$ cat src/rtl/pmem_sched_pkg.sv
// rtl/pmem_sched_pkg.sv - shared types for the physical-memory port scheduler
package pmem_sched_pkg;

  typedef logic [15:0]  lc3b_word;
  typedef logic [255:0] lc3b_block;

  typedef enum logic [1:0] {
    IDLE = 2'd0,
    L2   = 2'd1,
    PF   = 2'd2
  } pmem_sched_state_t;

endpackage

$ cat src/rtl/pmem_sched.sv
// rtl/pmem_sched.sv - arbitrates the pmem port between L2 demand and next-line prefetch
module pmem_sched
  import pmem_sched_pkg::*;
#(
  parameter int ADDR_W       = 16,
  parameter int BLOCK_W      = 256,
  parameter int OFFSET_W     = 5,
  parameter int STARVE_LIMIT = 8
) (
  input  logic               clk,
  input  logic               reset,
  input  logic               l2_read,
  input  logic               l2_write,
  input  logic [ADDR_W-1:0]  l2_address,
  input  logic [BLOCK_W-1:0] l2_wdata,
  output logic               l2_resp,
  output logic [BLOCK_W-1:0] l2_rdata,
  input  logic               pf_read,
  input  logic [ADDR_W-1:0]  pf_address,
  output logic               pf_resp,
  output logic [BLOCK_W-1:0] pf_rdata,
  output logic               pmem_read,
  output logic               pmem_write,
  output logic [ADDR_W-1:0]  pmem_address,
  output logic [BLOCK_W-1:0] pmem_wdata,
  input  logic               pmem_resp,
  input  logic [BLOCK_W-1:0] pmem_rdata
);

  localparam int CNT_W = $clog2(STARVE_LIMIT + 1);
  localparam logic [CNT_W-1:0] CNT_MAX = CNT_W'(STARVE_LIMIT);

  pmem_sched_state_t r_state;
  pmem_sched_state_t w_next;
  logic [CNT_W-1:0]  r_starve_cnt;
  logic              w_forced;
  logic              w_merge;

  assign w_forced = pf_read && (r_starve_cnt == CNT_MAX);
  // Only demand reads to the same block may ride on the prefetch transfer.
  assign w_merge  = l2_read && (l2_address[ADDR_W-1:OFFSET_W] == pf_address[ADDR_W-1:OFFSET_W]);

  always_ff @(posedge clk or negedge reset) begin
    if (!reset) begin
      r_state      <= IDLE;
      r_starve_cnt <= '0;
    end else begin
      r_state <= w_next;
      if (r_state == IDLE && w_next == PF) begin
        r_starve_cnt <= '0;
      end else if (pf_read && r_state != PF && r_starve_cnt != CNT_MAX) begin
        r_starve_cnt <= r_starve_cnt + CNT_W'(1);
      end
    end
  end

  always_comb begin
    w_next       = r_state;
    l2_resp      = 1'b0;
    l2_rdata     = '0;
    pf_resp      = 1'b0;
    pf_rdata     = '0;
    pmem_read    = 1'b0;
    pmem_write   = 1'b0;
    pmem_address = '0;
    pmem_wdata   = '0;
    case (r_state)
      IDLE: begin
        if (w_forced)                 w_next = PF;
        else if (l2_read || l2_write) w_next = L2;
        else if (pf_read)             w_next = PF;
      end
      L2: begin
        pmem_read    = l2_read;
        pmem_write   = l2_write;
        pmem_address = l2_address;
        pmem_wdata   = l2_wdata;
        l2_resp      = pmem_resp;
        l2_rdata     = pmem_rdata;
        if (pmem_resp) w_next = IDLE;
      end
      PF: begin
        pmem_read    = 1'b1;
        pmem_address = pf_address;
        pf_resp      = pmem_resp;
        pf_rdata     = pmem_rdata;
        if (w_merge) begin
          l2_resp  = pmem_resp;
          l2_rdata = pmem_rdata;
        end
        if (pmem_resp) w_next = IDLE;
      end
      default: w_next = IDLE;
    endcase
  end

endmodule

$ cat config.mk
export PLATFORM = sky130hd
export DESIGN_NAME = pmem_sched
export DESIGN_NICKNAME = d
export VERILOG_FILES = /design/src/rtl/pmem_sched_pkg.sv /design/src/rtl/pmem_sched.sv
export SDC_FILE = /design/constraint.sdc
export NUM_CORES = 1
export LEC_CHECK = 0
export ABC_AREA = 1
export BUFFER_PORTS_ARGS = -buffer_cell sky130_fd_sc_hd__buf_2
export CORE_AREA = 2 2 522 524
export DETAILED_ROUTE_END_ITERATION = 8
export DIE_AREA = 0 0 524 526
export RECOVER_POWER = 50
export SLEW_MARGIN = 20
export SYNTH_ARGS = -nofsm -noshare
export SYNTH_HDL_FRONTEND = slang
export SYNTH_SLANG_ARGS = --single-unit
$ cat constraint.sdc
create_clock -name clk -period 2.4 [get_ports clk]
set_clock_uncertainty 0.1 [all_clocks]
set_input_delay 0.12 -clock clk [delete_from_list [all_inputs] [get_ports clk]]
set_output_delay 0.12 -clock clk [all_outputs]
set_load 0.1 [all_outputs]
### Word-level counts from Yosys, hierarchy flattened

Index checks and enable logic that the tools add are counted.

| word-level totals | value |
|---|---|
| flip-flop bits (word level) | 6 |
| output and inout bits | 788 |

| operators by class | value |
|---|---|
| equality and inequality tests | 7 |
| reductions and logical operators | 9 |
| mux-type cells | 17 |
| add/sub/neg operators | 1 |

Operators with widths:

| kind | count |
|---|---|
| 2-to-1 mux 256 bit | 3 |
| one-hot mux 256 bit (2 select lines) | 1 |
| one-hot mux 16 bit (2 select lines) | 1 |
| == test 11 bit | 1 |
| 2-to-1 mux 2 bit | 4 |
| 2-to-1 mux 4 bit | 2 |
| logical AND 1 bit | 5 |
| adder 4 x 1 -> 4 bit (second input constant) | 1 |
| == test 2 bit (second input constant) | 2 |
| == test 4 bit (second input constant) | 1 |
| inequality test 4 bit (second input constant) | 1 |
| one-hot mux 1 bit (2 select lines) | 2 |
| one-hot mux 2 bit (2 select lines) | 1 |
| 2-to-1 mux 1 bit | 3 |
| == test 2 x 1 -> 1 bit (second input constant) | 1 |
| zero test 2 bit | 1 |
| inequality test 2 bit (second input constant) | 1 |
| nonzero test 2 bit | 1 |
| OR reduction 2 bit | 1 |
| logical OR 1 bit | 1 |

### Logic depth before layout (Yosys ltp)

| logic depth | value |
|---|---|
| depth in word-level cells | 7 |
| gate-level depth with buffers | 11 |
| gate-level depth less buffers | 9 |

### Worst setup path after synthesis

OpenSTA, ideal clock, no wires.

| timing | value |
|---|---|
| path kind | reg2out |
| from | register r_state[0] |
| to | output port l2_rdata[189] |
| data required time | 2.180 ns |
| stages on the path, launching flop included | 12 |
| arrival | 2.872 ns |
| path slack | -0.692 ns |
| path through | dfrtp_1 inv_1 ha_1 buf_2 nand2_1 nor2_1 nand3_1 nor2_1 nand2_2 buf_6 buf_6 a21oi_1 |

| between the ends | value |
|---|---|
| word-level cells in the longest chain between the ends | 2 |
| elaborated cells between the ends (all ways) | 3 |
| classes of those cells | eq/ne: 2; mux: 1 |

Ends and longest elaborated chain:

| element | line | source |
|---|---|---|
| start: declaration | pmem_sched.sv:33 | `pmem_sched_state_t r_state;` |
| start signal: assignment | pmem_sched.sv:48 | `r_state <= w_next;` |
| == test 2 bit / == test 2 x 1 -> 1 bit (equally long branches) | pmem_sched.sv:67 | `case (r_state)` |
| one-hot mux 256 bit (2 select lines) * | pmem_sched.sv:67 |  |
| end: declaration | pmem_sched.sv:17 | `output logic [BLOCK_W-1:0] l2_rdata,` |

Mark *: on every way between the ends. The rest lies on a longest branch, timed or not.

### Final worst setup path

| timing | value |
|---|---|
| from | register r_state[1] |
| to | output port l2_rdata[107] |

The elaborated chain is that of the path after synthesis.

==> reports/metrics.cfg <==
[critical_path]
worst-setup-path-type = reg -> out
cpMostUsedCell = buf_12
crit_chain = buf_4 -> buf_6 -> inv_6 -> ha_4 -> buf_12 -> buf_16 -> buf_12 -> buf_16 -> nand2_4 -> a21oi_4 -> buf_12
path_buf_inv = 8
critPathTopFamily = buffers and inverters
critPathLaunch = r_state[1]
end_kind = output port
max_stage_delay_ps = 380
r2r_start = r_state[1]
cp_slowest_cell = dfrtp_1
cp-start-kind = register
critPathRequiredTime_ps = 2180
cp.arrival_ps = 2440
crit_path_max_fanout = 6

[synth]
synth_top_cell_area_share_pct = 36.92
ys_types = 19
avgSynthCellArea_sq_um = 4.596
synth_warnings = 0
yosysTopAreaCell = nand2_1
yosysSeqAreaShare_pct = 1.762
syn_inst = 1854
yosys_register_bits = 6
syn-num-nets = 2410
syn_area_sq_um = 8521
ys_top_cells_by_area = nand2_1, inv_1, a21oi_2

[timing]
fin_hold_ws_ps = 246.1
max_freq_mhz = 375.7
worst_pin_slew_ps = 582.5
setup_viol = 472
drv_slew = 0
fin_crit_ps = 2662
fin_crit_sh_pct = 110.9
final_hold_viol_count = 0
tns_ps = -59110
rsz0062_at_grt = true
maxSlewHeadroom_pct = 61.17
worst_slack_ps = -261.9

[global_route]
grt_overflow = 0
grt_max_degree = 98
grt_pass1_wl_um = 254900
antenna_found_initial = 234
grt_pass1_vias = 17090
grtUsageTotal_pct = 15.28

[clocking]
insertion_delay_ps = 240
tritoncts = yes
cts_buffer_depth = 2
root_buffer = clkbuf_16
numCtsBuffers = 3
cts_sinks = 6
clk_pin_slew_worst_paths_ps = 40
htree_levels = 1

[route]
routed_via_density = 2.716
wire_per_inst_um = 32.86
via_count = 18770
routed.top_layer = met5
wl_met3_um = 32400
first_pass_iters = 6
drc = 0
drt_iter0_markers = 1124
wl_met1_um = 81910
wl_met2_um = 102600
drt_wl_total_um = 227000
ant_nets = 0

[layout]
post_route_cells_drive_above_1_share_pct = 63.66
syn_to_final_growth_pct = 344.6
nets = 3791
fin_cells = 6910
final_cell_area_sq_um = 37890

[pwr]
p_leak_nw = 17.76
p_seq_share_pct = 0.3
p_clk_share_pct = 0.4
p_total_mw = 62.67
switching_share_pct = 68.74
p_int_mw = 19.59
power_density_nw_per_um2 = 1654
combPwrFrac_pct = 99.2
ir_worst_vdd_mv = 0.8198
power_switching_mw = 43.08

[flow_run]
drv_cap = 0

[placed_design]
dp_cells = 6692
hpwl_um = 201100
numPortBuffers = 1337
placed_area_sq_um = 31580
routabilityCongestion = 0.9855

[floorplan]
start_util_pct = 3.158
row_count = 191
die_y_um = 526
core_region_area_sq_um = 269800
io_pins = 1338
die_area_sq_um = 275600
fp.dieW_um = 524

[outcome]
status = finished with violations
failed_checks = negative setup slack

[min_path]
holdCritPathClass = in -> reg
min_from = pf_read

==> timing repair <==
| item | CTS | global route |
|---|---|---|
| gates resized for setup | 541 | 401 |
| pin swaps | 32 | 63 |
| cloned | 32 | 30 |
| setup buffers | 35 | 26 |
| hold buffers | 1 | 0 |
| hold endpoints to repair | 6 | 0 |
| endpoints found under the setup margin | 565 | 454 |
==> flip-flops by register name (all words and copies together) (netlist names) <==
name	flops
r_starve_cnt	4
r_state	2
==> cells in the final DEF (no fill, tap or decap), types with 2 or more instances in the layout <==
master     instances
buf_12           808
nand2_1          638
buf_2            548
inv_1            491
a21oi_4          271
diode_2          107
nand2_2           99
nand2_4           73
buf_6             45
inv_2             42
buf_16            42
buf_4             42
nand2_8           29
clkbuf_16         27
nor2_1            15
inv_4             10
buf_8             10
nand3_1            8
dfrtp_1            6
nand4_1            3
a21oi_2            3
o21ai_0            3
ha_4               3
ha_1               3
xor2_1             2
clkbuf_1           2
==> metal layers <==
layer	track usage [%]	vias up
met1	16.46	8613
met5	0.2106	-
met3	9.318	454
li1	-	8134
met2	24.81	1466
met4	4.274	98
==> final timing paths <==
| path | endpoint | slack, ps | cells past startpoint |
|---|---|---|---|
| min in group asynchronous | r_state[0] | 330 | 2 |
| min reg2reg | r_starve_cnt[3] | 500 | 2 |
| max in group asynchronous | r_starve_cnt[2] | 1600 | 2 |
| min | r_starve_cnt[2] | 250 | 4 |
| max | l2_rdata[107] | -260 | 11 |
| max reg2reg | r_starve_cnt[3] | 320 | 10 |
==> through the flow <==
step                setup WS [ps]  utilization [%]
global placement           -418.5            11.70
CTS                        -261.8            13.24
global route               -357.5            13.99
floorplan                  -164.1                -
finish                     -261.9            14.04
detailed placement         -438.3            11.70
==> tightest hold or removal path, cell delays in order <==
cell     delay (ps)
buf_2           140
nand4_1         120
xor2_1           70
nor2_1           90
==> power groups by stage <==
| stage | sequential, mW | clock, mW | combinational (mW) |
|---|---|---|---|
| 2_1_floorplan | 0.189 | 0 | 30.2 |
| 3_3_place_gp | 0.194 | 0 | 54.0 |
| 3_5_place_dp | 0.194 | 0 | 54.1 |
| 4_1_cts | 0.193 | 0.281 | 59.1 |
| 5_1_grt | 0.203 | 0.285 | 64.0 |
| 6_report | 0.198 | 0.276 | 62.2 |
==> synthesized netlist by cell type <==
library cell / n
nand4_1: 3
clkbuf_1: 94
clkinv_1: 2
o21ai_0: 3
xor2_1: 2
nand2_1: 838
dfrtp_1: 6
a21oi_1: 65
inv_1: 544
buf_6: 26
ha_1: 6
nand2_2: 1
buf_1: 18
nand3_1: 8
or2_2: 1
a21oi_2: 210
nor2_1: 16
buf_2: 10
xnor2_1: 1
==> cell families after synthesis <==
| kind of cell | Yosys count | synth area share (%) |
|---|---|---|
| simple gates | 867 | 38.46 |
| buf+inv | 694 | 33.01 |
| compound gates | 278 | 25.58 |
| fa+ha+maj | 6 | 0.8810 |
| flops | 6 | 1.762 |
| xor+xnor | 3 | 0.3084 |
==> layout make-up <==
class                           count  area, sq um
Tap cell                         3570         4467
Fill cell                       30380       231900
Timing Repair Buffer             1524        21700
Sequential cell                     6        150.1
Clock buffer                        3        75.07
Antenna cell                      107        267.8
Multi-Input combinational cell   1154         9138
Inverter                          546         2087
Note: power is estimated with default switching activity, not from simulation.
